==> config.mk <==
export PLATFORM = sky130hd
export DESIGN_NAME = ah_demux_pkt
export DESIGN_NICKNAME = d
export VERILOG_FILES = /design/src/rtl/ah_demux_pkg.sv /design/src/rtl/ah_skid_buf2.sv /design/src/rtl/ah_demux_pkt.sv
export SDC_FILE = /design/constraint.sdc
export NUM_CORES = 1
export LEC_CHECK = 0
export ABC_AREA = 1
export ABC_CLOCK_PERIOD_IN_PS = 4000
export CAP_MARGIN = 20
export CORE_MARGIN = 4
export CORE_UTILIZATION = 41
export CTS_BUF_LIST = sky130_fd_sc_hd__clkbuf_2 sky130_fd_sc_hd__clkbuf_4 sky130_fd_sc_hd__clkbuf_8
export CTS_CLUSTER_DIAMETER = 200
export DETAILED_ROUTE_END_ITERATION = 10
export PLACE_DENSITY = 0.92
export RECOVER_POWER = 50
export SYNTH_ARGS = -nofsm -noshare
export SYNTH_HDL_FRONTEND = slang
export SYNTH_SLANG_ARGS = --single-unit
==> constraint.sdc <==
create_clock -name clk -period 4 [get_ports clk]
set_input_delay 0.8 -clock clk [delete_from_list [all_inputs] [get_ports clk]]
set_output_delay 0.8 -clock clk [all_outputs]
set_load 0.005 [all_outputs]
==> src/rtl/ah_demux_pkg.sv <==
// ----------------------------------------------------------------------------
// ah_demux_pkg
// Shared definitions for the packet-aware demultiplexer (ah_demux_pkt) and
// its skid buffer.
//   - sel_width(): select width needed to address N egress channels
//   - fsm_state_t: ingress packet-lock FSM states (IDLE / LOCKED)
// The beat-tag struct {data, last, ch, drop} depends on module parameters
// (DATA_W, SEL_W), so it is declared inside ah_demux_pkt from its localparams.
// No ports (package).
// ----------------------------------------------------------------------------
package ah_demux_pkg;

  // Ingress FSM: IDLE waits for a packet's first beat, LOCKED holds the
  // channel chosen on that beat until the last beat is accepted.
  typedef enum logic {
    IDLE   = 1'b0,
    LOCKED = 1'b1
  } fsm_state_t;

  // ceil(log2(n)), never less than 1 so a select port always exists.
  function automatic int sel_width(input int n);
    for (int w = 1; w < 31; w++) begin
      if ((1 << w) >= n) return w;
    end
    return 31;
  endfunction

endpackage

==> src/rtl/ah_skid_buf2.sv <==
// ----------------------------------------------------------------------------
// ah_skid_buf2
// Generic 2-entry valid/ready FIFO buffer. in_ready comes straight from a
// flop, so the upstream handshake never depends combinationally on out_ready.
// Ports:
//   clk, rst_n          clock (rising edge), asynchronous active-low reset
//   in_data/valid/ready upstream side; in_ready = registered "not full",
//                       held low during reset
//   out_data/valid/ready downstream side; out_data is the FIFO head
// ----------------------------------------------------------------------------
module ah_skid_buf2 #(
  parameter int W = 8
) (
  input  logic         clk,
  input  logic         rst_n,
  input  logic [W-1:0] in_data,
  input  logic         in_valid,
  output logic         in_ready,
  output logic [W-1:0] out_data,
  output logic         out_valid,
  input  logic         out_ready
);

  logic [W-1:0] mem [2];
  logic         rd_ptr;
  logic         wr_ptr;
  logic [1:0]   count;
  logic [1:0]   count_nxt;
  logic         push;
  logic         pop;

  assign push      = in_valid && in_ready;
  assign out_valid = (count != 2'd0);
  assign pop       = out_valid && out_ready;
  assign out_data  = mem[rd_ptr];

  // With one entry stored the free slot is the other one; with zero it is
  // the read slot itself. A push never happens at count==2 (in_ready low).
  assign wr_ptr    = rd_ptr ^ count[0];
  assign count_nxt = count + {1'b0, push} - {1'b0, pop};

  // in_ready is computed from the next occupancy so it is valid the cycle
  // after any push/pop; being reset to 0 keeps the input closed in reset.
  always_ff @(posedge clk or negedge rst_n) begin
    if (!rst_n) begin
      count    <= 2'd0;
      rd_ptr   <= 1'b0;
      in_ready <= 1'b0;
      for (int i = 0; i < 2; i++) mem[i] <= '0;
    end else begin
      count    <= count_nxt;
      in_ready <= (count_nxt != 2'd2);
      if (pop)  rd_ptr      <= ~rd_ptr;
      if (push) mem[wr_ptr] <= in_data;
    end
  end

endmodule

==> src/rtl/ah_demux_pkt.sv <==
// ----------------------------------------------------------------------------
// ah_demux_pkt
// Packet-aware valid/ready demultiplexer: one ingress stream is routed to one
// of N_EGR egress streams. The channel is chosen on a packet's first beat and
// held until its last beat, so packets never interleave across channels. A
// 2-entry skid buffer registers the datapath; ing_ready is a flop output.
// Beats whose channel index is >= N_EGR are dropped without any egr_valid.
//
// Parameters: N_EGR (>=2), DATA_W, SEL_W (default sel_width(N_EGR)).
// Ports:
//   clk, rst_n            clock, asynchronous active-low reset
//   select                egress index, sampled on a packet's first beat
//   ing_data/last/valid   ingress beat
//   ing_ready             ingress ready (registered)
//   egr_data              N_EGR x DATA_W, every channel carries the head data
//   egr_last/valid        per-channel last / valid (at most one valid high)
//   egr_ready             per-channel ready (only the head's channel matters)
// Optional (macro AH_DEMUX_PKT_ERR_EN):
//   err_oor               sticky, set when a dropped beat leaves the buffer
//   drop_cnt              saturating count of dropped packets (drop beats
//                         carrying last)
// ----------------------------------------------------------------------------
module ah_demux_pkt
  import ah_demux_pkg::*;
#(
  parameter int N_EGR  = 18,
  parameter int DATA_W = 9,
  parameter int SEL_W  = sel_width(N_EGR)
) (
  input  logic                    clk,
  input  logic                    rst_n,
  input  logic [SEL_W-1:0]        select,
  input  logic [DATA_W-1:0]       ing_data,
  input  logic                    ing_last,
  input  logic                    ing_valid,
  output logic                    ing_ready,
  output logic [N_EGR*DATA_W-1:0] egr_data,
  output logic [N_EGR-1:0]        egr_last,
  output logic [N_EGR-1:0]        egr_valid,
  input  logic [N_EGR-1:0]        egr_ready
`ifdef AH_DEMUX_PKT_ERR_EN
  ,
  output logic                    err_oor,
  output logic [15:0]             drop_cnt
`endif
);

  typedef struct packed {
    logic [DATA_W-1:0] data;
    logic              last;
    logic [SEL_W-1:0]  ch;
    logic              drop;
  } beat_t;

  localparam int TAG_W = $bits(beat_t);

  fsm_state_t       state;
  logic [SEL_W-1:0] cur_sel;
  logic [SEL_W-1:0] eff_sel;
  logic             accept;
  beat_t            in_tag;
  beat_t            head;
  logic [TAG_W-1:0] head_bits;
  logic             head_valid;
  logic             head_ready;

  assign accept  = ing_valid && ing_ready;
  assign eff_sel = (state == LOCKED) ? cur_sel : select;

  // Packet lock FSM. In LOCKED eff_sel equals cur_sel, so latching eff_sel
  // on every accepted beat only changes cur_sel on a first beat.
  always_ff @(posedge clk or negedge rst_n) begin
    if (!rst_n) begin
      state   <= IDLE;
      cur_sel <= '0;
    end else if (accept) begin
      cur_sel <= eff_sel;
      state   <= ing_last ? IDLE : LOCKED;
    end
  end

  // Widen by one bit so the range check also works when N_EGR == 2**SEL_W.
  always_comb begin
    in_tag.data = ing_data;
    in_tag.last = ing_last;
    in_tag.ch   = eff_sel;
    in_tag.drop = ({1'b0, eff_sel} >= (SEL_W+1)'(N_EGR));
  end

  ah_skid_buf2 #(
    .W (TAG_W)
  ) u_skid (
    .clk       (clk),
    .rst_n     (rst_n),
    .in_data   (in_tag),
    .in_valid  (ing_valid),
    .in_ready  (ing_ready),
    .out_data  (head_bits),
    .out_valid (head_valid),
    .out_ready (head_ready)
  );

  assign head = beat_t'(head_bits);

  // Egress steering. A drop head pops immediately with no valid; otherwise
  // only the head's channel sees valid and only its ready pops the head.
  // Outputs are forced to 0 while the buffer is empty.
  always_comb begin
    egr_valid  = '0;
    egr_last   = '0;
    egr_data   = '0;
    head_ready = 1'b0;
    if (head_valid) begin
      if (head.drop) begin
        head_ready = 1'b1;
      end else begin
        for (int k = 0; k < N_EGR; k++) begin
          if (head.ch == SEL_W'(k)) begin
            egr_valid[k] = 1'b1;
            head_ready   = egr_ready[k];
          end
        end
      end
      for (int k = 0; k < N_EGR; k++) begin
        egr_data[k*DATA_W +: DATA_W] = head.data;
        egr_last[k]                  = head.last;
      end
    end
  end

`ifdef AH_DEMUX_PKT_ERR_EN
  logic drop_pop;

  assign drop_pop = head_valid && head.drop;

  // Error reporting: sticky out-of-range flag and saturating dropped-packet
  // counter, both cleared only by reset.
  always_ff @(posedge clk or negedge rst_n) begin
    if (!rst_n) begin
      err_oor  <= 1'b0;
      drop_cnt <= 16'h0000;
    end else begin
      if (drop_pop) err_oor <= 1'b1;
      if (drop_pop && head.last && (drop_cnt != 16'hFFFF))
        drop_cnt <= drop_cnt + 16'h0001;
    end
  end
`endif

endmodule

==> qor.csv, run 1 <==
metric,value,unit
post_route_cells_drive_above_1_share,7.17,%
grt_start_max_net_pins,43,
postRouteWirelength,8.87,mm
die_height,103,µm
vdd.ir_drop.worst,0.481,mV
finish.net_count,609,
floorplan.die_area,10600,µm²
crit_fanout,18,
timing.max_cap.violations,1,
numPortBuffers,234,
cts_tree,yes,
yosysUniqueCellTypes,28,
cts_hold_buf,0,
place_congestion,0.849,
failed_checks,"max-capacitance violations, max-slew violations",
critical-path-slowest-cell,sky130_fd_sc_hd__dfrtp_1,
syn_to_final_growth,35.4,%
grt_first_pass_wirelength,12.8,mm
final.min_clock_period,3720,ps
yosys-top-cells-area,"sky130_fd_sc_hd__buf_4 (35%), sky130_fd_sc_hd__dfrtp_1 (29%), sky130_fd_sc_hd__nand2_1 (10%)",
firstDrtPassIters,4,
ioPinCount,235,
final_common_cell,sky130_fd_sc_hd__clkdlybuf4s50_1,
dpl-instance-area,4890,µm²
root_buffer,sky130_fd_sc_hd__clkbuf_8,
via_count_of_the_first_global_routing_pass,2734,
part_of_the_yosys_area_used_for_sequential_elements,28.6,%
vias_per_cell,4.48,
setup-tns-final,0,ps
clock_network_latency_to_the_later_pin_of_the_worst_skew_pair,300,ps
rsz0062_at_grt,no,
p_total,5140,µW
finalInstanceArea,4980,µm²
grtUsageTotal,15.0,%
crit_chain,"inv_2, nand2_1, nand3_1, nor4_1, clkdlybuf4s50_1",
peak_freq,269,MHz
layout.filler_cells,729,
synthesis.instances,501,
static-leakage-power,0.00223,µW
critical-path-max-stage-delay,710,ps
initial_core_util,42.2,%
max-slew-margin-rel,-43.3,%
hold_path_class,register to register,
skew,9.33,ps
clkTransAtPathRegs,70,ps
timing.critical_path.required,3200,ps
yosysWarnings,0,
postSynthRegisterBits,42,
yosysTopAreaCellShare,34.7,%
timing.critical_path.from,u_skid.rd_ptr,
detailroute.via_count,3043,
cp_data_arrival_time,2920,ps
worst_margin_pin_slew,2150,ps
worst_r2r_startpoint,u_skid.rd_ptr,
core_region_area,8720,µm²
post_cts.resized_instances,0,
n_antenna_cell,0,
synth_top_cell_by_area,sky130_fd_sc_hd__buf_4,
cts-buffers-inserted,5,
drt_drc_violations_left,0,
clockBufferDepth,2,
cts_post_setup_buffers_inserted,0,
worstSetupPathType,register to primary output,
final_min_period_over_clock_period,93.0,%
initial_antenna_violation_count,0,
cts.sinks,42,
postRouteAntennaNets,0,
chipWidth,103,µm
setup-violations-final,0,
power_per_cell_area,1030,nW/µm²
rows,34,
synth_area,3680,µm²
worstHoldStart,u_skid.mem[4],
wire_length_per_cell_after_detailed_routing,13.0,µm
crit_path_start_kind,register,
synth_fp_nets,539,
detailedPlacementHpwl,6.98,mm
global_route.overflow_total,0,
ctsHtreeMaxLevel,2,
leading_cell_types_in_the_layout_fill_and_taps_excluded,"sky130_fd_sc_hd__clkdlybuf4s50_1 (177), sky130_fd_sc_hd__nand2_1 (99), sky130_fd_sc_hd__dlygate4sd3_1 (56)",
finalMaxSlewViolations,43,
cp-end-kind,primary output,
drt_first_iter_violations,143,
post_synth.cell_area_avg,7.34,µm²
outcome,finished with violations,
timing_hold_violations_final,0,
path summary, 6_finish.rpt:
| check | endpoint | slack, ps | depth (start not counted) |
|---|---|---|---|
| setup / recovery | egr_valid[0] | 280 | 5 |
| hold / removal | u_skid.mem[4] | 490 | 2 |
| setup reg to reg | u_skid.in_ready | 660 | 26 |
| hold reg to reg | u_skid.mem[4] | 490 | 2 |
| max in group asynchronous | u_skid.mem[9] | 1650 | 1 |
| min in group asynchronous | cur_sel[4] | 1120 | 1 |
worst max-delay path, delay by kind of cell (launching register included):
family        cells  cell delay (ps)
flops             1              710
simple gates      3             1080
buf+inv           2              830
layout make-up:
| cell class | instances | area, µm² | share of cell area (%) |
|---|---|---|---|
| repair buffers | 245 | 2400 | 48.2 |
| multi-input cells | 228 | 1100 | 22.1 |
| flip-flops and latches | 42 | 1050 | 21.1 |
| inverters | 49 | 184 | 3.69 |
| well taps | 108 | 135 | 2.71 |
| clock buffers | 5 | 68.8 | 1.38 |
| clock inverters | 3 | 40.0 | 0.804 |
Yosys cell counts:
master / number
sky130_fd_sc_hd__a21oi_1: 14
sky130_fd_sc_hd__buf_2: 1
sky130_fd_sc_hd__buf_4: 170
sky130_fd_sc_hd__buf_6: 1
sky130_fd_sc_hd__buf_8: 1
sky130_fd_sc_hd__clkbuf_1: 9
sky130_fd_sc_hd__dfrtp_1: 42
sky130_fd_sc_hd__ha_1: 2
sky130_fd_sc_hd__inv_1: 46
sky130_fd_sc_hd__inv_2: 3
sky130_fd_sc_hd__nand2_1: 99
sky130_fd_sc_hd__nand2_2: 8
sky130_fd_sc_hd__nand2_4: 1
sky130_fd_sc_hd__nand3_1: 14
sky130_fd_sc_hd__nand3_2: 1
sky130_fd_sc_hd__nand3b_1: 1
sky130_fd_sc_hd__nand4_1: 2
sky130_fd_sc_hd__nor2_1: 16
sky130_fd_sc_hd__nor2_2: 2
sky130_fd_sc_hd__nor2_4: 3
sky130_fd_sc_hd__nor3_1: 9
sky130_fd_sc_hd__nor4_1: 3
sky130_fd_sc_hd__o21ai_0: 39
sky130_fd_sc_hd__o21ai_2: 5
sky130_fd_sc_hd__o31ai_1: 1
sky130_fd_sc_hd__or2_0: 1
sky130_fd_sc_hd__or2_2: 4
sky130_fd_sc_hd__xnor2_1: 3
registers in the layout, summed over array words and instances (netlist names):
signal and flops:
state 1, u_skid.count 2, cur_sel 5, u_skid.rd_ptr 1, u_skid.mem 32, u_skid.in_ready 1
stage by stage:
step / util (%) / hold slack, ps / setup slack [ps] / instances
floorplan: - / 442 / 1310 / 501
global placement: 56.1 / 466 / 793 / 672
detailed placement: 56.1 / 473 / 600 / 672
CTS: 57.3 / 490 / 294 / 680
global route: 57.1 / 508 / 13.3 / 680
finish: 57.1 / 489 / 279 / 680
cells by family (layout without fill, tap and decap cells):
kind of cell	Yosys count	in the layout	share of synthesized area [%]
AOI/OAI and AO/OA	59	59	8.61
buffers and inverters	231	302	41.5
DFF	42	42	28.6
xor gates and xnor gates	3	3	0.714
adders and majority gates	2	2	0.680
and+or+nand+nor	164	164	20.0
metal layers:
| metal | wire length (µm) | GRT usage (%) | share of wire (%) |
|---|---|---|---|
| met1 | 3500 | 17.5 | 39 |
| met3 | 747 | 2.71 | 8.4 |
| met4 | 116 | 5.15 | 1.3 |
| met2 | 4500 | 27.5 | 51 |
| met5 | 0 | 0 | 0 |
power breakdown:
part	leakage, µW	total [µW]	switching (µW)	internal, µW
registers	0.000515	771	131	640
clock network	0.0000579	327	144	184
logic	0.00166	4050	1750	2300
Note: power is estimated with default switching activity, not from simulation.
==> run 2, diff against run 1 <==
--- a/config.mk
+++ b/config.mk
@@ -7,14 +7,14 @@
 export LEC_CHECK = 0
 export ABC_AREA = 1
 export ABC_CLOCK_PERIOD_IN_PS = 4000
-export CAP_MARGIN = 20
 export CORE_MARGIN = 4
-export CORE_UTILIZATION = 41
+export CORE_UTILIZATION = 42
 export CTS_BUF_LIST = sky130_fd_sc_hd__clkbuf_2 sky130_fd_sc_hd__clkbuf_4 sky130_fd_sc_hd__clkbuf_8
 export CTS_CLUSTER_DIAMETER = 200
 export DETAILED_ROUTE_END_ITERATION = 10
-export PLACE_DENSITY = 0.92
+export PLACE_DENSITY = 0.9
 export RECOVER_POWER = 50
 export SYNTH_ARGS = -nofsm -noshare
 export SYNTH_HDL_FRONTEND = slang
+export SYNTH_HIERARCHICAL = 1
 export SYNTH_SLANG_ARGS = --single-unit
==> run 2 against run 1 <==
Net effect: largest cell class unchanged; register-to-register slack improved by 40 ps; die area increased by 1.1%; combinational power is 6.7% lower; the run still ends with max-capacitance violations, max-slew violations left; maximum frequency grew 4.1%; count of clock-buffer cells in the layout rose by 1.
==> qor.csv, run 2 <==
metric,value,unit
outcome,finished with violations,
failed_checks,"max-capacitance violations, max-slew violations",
ys_dominant_reg_cell,sky130_fd_sc_hd__dfrtp_1,
ctsHtreeMaxLevel,2,
detailroute.via_count,3281,
final_common_cell,sky130_fd_sc_hd__clkdlybuf4s50_1,
die_height,103,µm
firstDrtPassIters,5,
cp_data_arrival_time,2770,ps
root_buffer,sky130_fd_sc_hd__clkbuf_8,
crit_fanout,19,
placement.setup.worst_slack,651,ps
crit_path_start_kind,register,
vias_per_cell,4.65,
grt_first_pass_wirelength,14.4,mm
floorplan.die_area,10700,µm²
yosys-top-cells-area,"sky130_fd_sc_hd__buf_4 (34%), sky130_fd_sc_hd__dfrtp_1 (28%), sky130_fd_sc_hd__nand2_1 (15%)",
via_count_of_the_first_global_routing_pass,2966,
hold_path_class,register to register,
place_congestion,0.835,
vdd.ir_drop.worst,0.447,mV
max-slew-margin-rel,-46.8,%
asyncSetResetFlopFracSynth,100,%
clock_network_latency_to_the_later_pin_of_the_worst_skew_pair,290,ps
numPortBuffers,234,
drt_drc_violations_left,0,
global_route.overflow_total,0,
peak_freq,280,MHz
synth_fp_nets,575,
postRouteAntennaNets,0,
ioPinCount,235,
part_of_the_yosys_area_used_for_sequential_elements,27.6,%
syn_to_final_growth,30.7,%
finish.net_count,634,
cp-end-kind,primary output,
setup-violations-final,0,
chipWidth,103,µm
initial_core_util,43.5,%
final_ws_setup,426,ps
post_synth.cell_area_avg,7.10,µm²
cts_hold_buf,0,
yosysTopAreaCellShare,33.7,%
synth_top_cells_by_count,"sky130_fd_sc_hd__buf_4 (171), sky130_fd_sc_hd__nand2_1 (155), sky130_fd_sc_hd__dfrtp_1 (42)",
largestRegisters,"u_skid/mem x32, cur_sel x5, u_skid/count x2",
synth_enable_flop_cells,0,
clockBufferDepth,2,
clkTransAtPathRegs,80,ps
leading_cell_types_in_the_layout_fill_and_taps_excluded,"sky130_fd_sc_hd__clkdlybuf4s50_1 (171), sky130_fd_sc_hd__nand2_1 (155), sky130_fd_sc_hd__dlygate4sd3_1 (62)",
synth_area,3810,µm²
post_route_cells_drive_above_1_share,3.85,%
worst_margin_pin_slew,2200,ps
skew,6.26,ps
finalMaxSlewViolations,43,
cts_post_setup_buffers_inserted,0,
cts.sinks,42,
detailedPlacementHpwl,7.63,mm
cts-buffers-inserted,5,
postSynthRegisterBits,42,
post_cts.resized_instances,0,
registers.top_by_ff_count,u_skid/mem,
final_min_period_over_clock_period,89.3,%
setup-tns-final,0,ps
most_frequent_cell_after_synthesis,sky130_fd_sc_hd__buf_4,
wire_length_per_cell_after_detailed_routing,13.9,µm
worstSetupPathType,register to primary output,
rows,34,
postRouteWirelength,9.79,mm
static-leakage-power,0.00245,µW
yosysUniqueCellTypes,26,
largest_reg_flops,32,
synthesis.instances,537,
cts_tree,yes,
power_per_cell_area,958,nW/µm²
drt_first_iter_violations,180,
initial_antenna_violation_count,0,
grt_start_max_net_pins,43,
grtUsageTotal,16.7,%
final.min_clock_period,3570,ps
n_antenna_cell,0,
yosysWarnings,6,
timing.critical_path.required,3200,ps
synth_top_cell_by_area,sky130_fd_sc_hd__buf_4,
timing.max_cap.violations,1,
core_region_area,8760,µm²
timing_hold_violations_final,0,
rsz0062_at_grt,no,
-- run 2: per-layer routing --
metal / global-route usage (%) / routed length (µm) / vias to the layer above
li1: - / - / 1616
met1: 20.4 / 3700 / 1484
met2: 30.2 / 5130 / 162
met3: 2.48 / 783 / 19
met4: 5.58 / 174 / 0
met5: 0 / 0 / -
-- run 2: logic make-up after synthesis --
family	after synthesis	share of synthesized area (%)
DFF	42	27.6
adders and majority gates	2	0.656
and+or+nand+nor	256	30.0
AOI/OAI and AO/OA	10	1.35
buffers and inverters	227	40.4
-- run 2: per-stage QoR --
step / total power [µW] / hold slack [ps] / utilization (%) / cell area (µm²) / cells
2_1_floorplan: 3580 / 442 / - / 3810 / 537
3_3_place_gp: 4580 / 454 / 56.1 / 4920 / 697
3_5_place_dp: 4730 / 458 / 56.1 / 4920 / 697
4_1_cts: 5020 / 478 / 57.2 / 5010 / 705
5_1_grt: 5240 / 497 / 56.9 / 4990 / 705
6_report: 4780 / 474 / 56.9 / 4990 / 705
-- run 2: worst paths after layout --
kind,startpoint,end,slack (ps),depth (start not counted)
min,u_skid/mem[4],u_skid/mem[4],470,2
max reg2reg,u_skid/rd_ptr,u_skid/count[1],700,26
max in group asynchronous,rst_n,u_skid/mem[22],1600,1
min in group asynchronous,rst_n,u_skid/mem[25],1160,1
max,u_skid/rd_ptr,egr_valid[1],430,10
min reg2reg,u_skid/mem[4],u_skid/mem[4],470,2
-- run 2: layout make-up --
| cell class | instances | area, µm² |
|---|---|---|
| Fill cell | 784 | 3780 |
| Timing Repair Buffer | 235 | 2340 |
| Multi-Input combinational cell | 268 | 1200 |
| Sequential cell | 42 | 1050 |
| Inverter | 44 | 165 |
| Tap cell | 108 | 135 |
| Clock buffer | 6 | 82.6 |
| Clock inverter | 2 | 12.5 |
-- run 2: power by group --
part           switching [µW]  internal (µW)  leakage, µW  total [µW]
sequential                103            617     0.000527         720
combinational            1720           2050      0.00187        3780
clock                     142            139    0.0000472         281
-- run 2: critical path, cell delays in order, from the launching register on --
cell                              delay [ps]
sky130_fd_sc_hd__dfrtp_1                 400
sky130_fd_sc_hd__inv_2                   290
sky130_fd_sc_hd__nand2_1                  90
sky130_fd_sc_hd__nand2_1                 160
sky130_fd_sc_hd__inv_1                    50
sky130_fd_sc_hd__nor2_1                  280
sky130_fd_sc_hd__inv_2                    80
sky130_fd_sc_hd__nor2_1                  210
sky130_fd_sc_hd__inv_1                   120
sky130_fd_sc_hd__nor3_1                  220
sky130_fd_sc_hd__clkdlybuf4s50_1         570
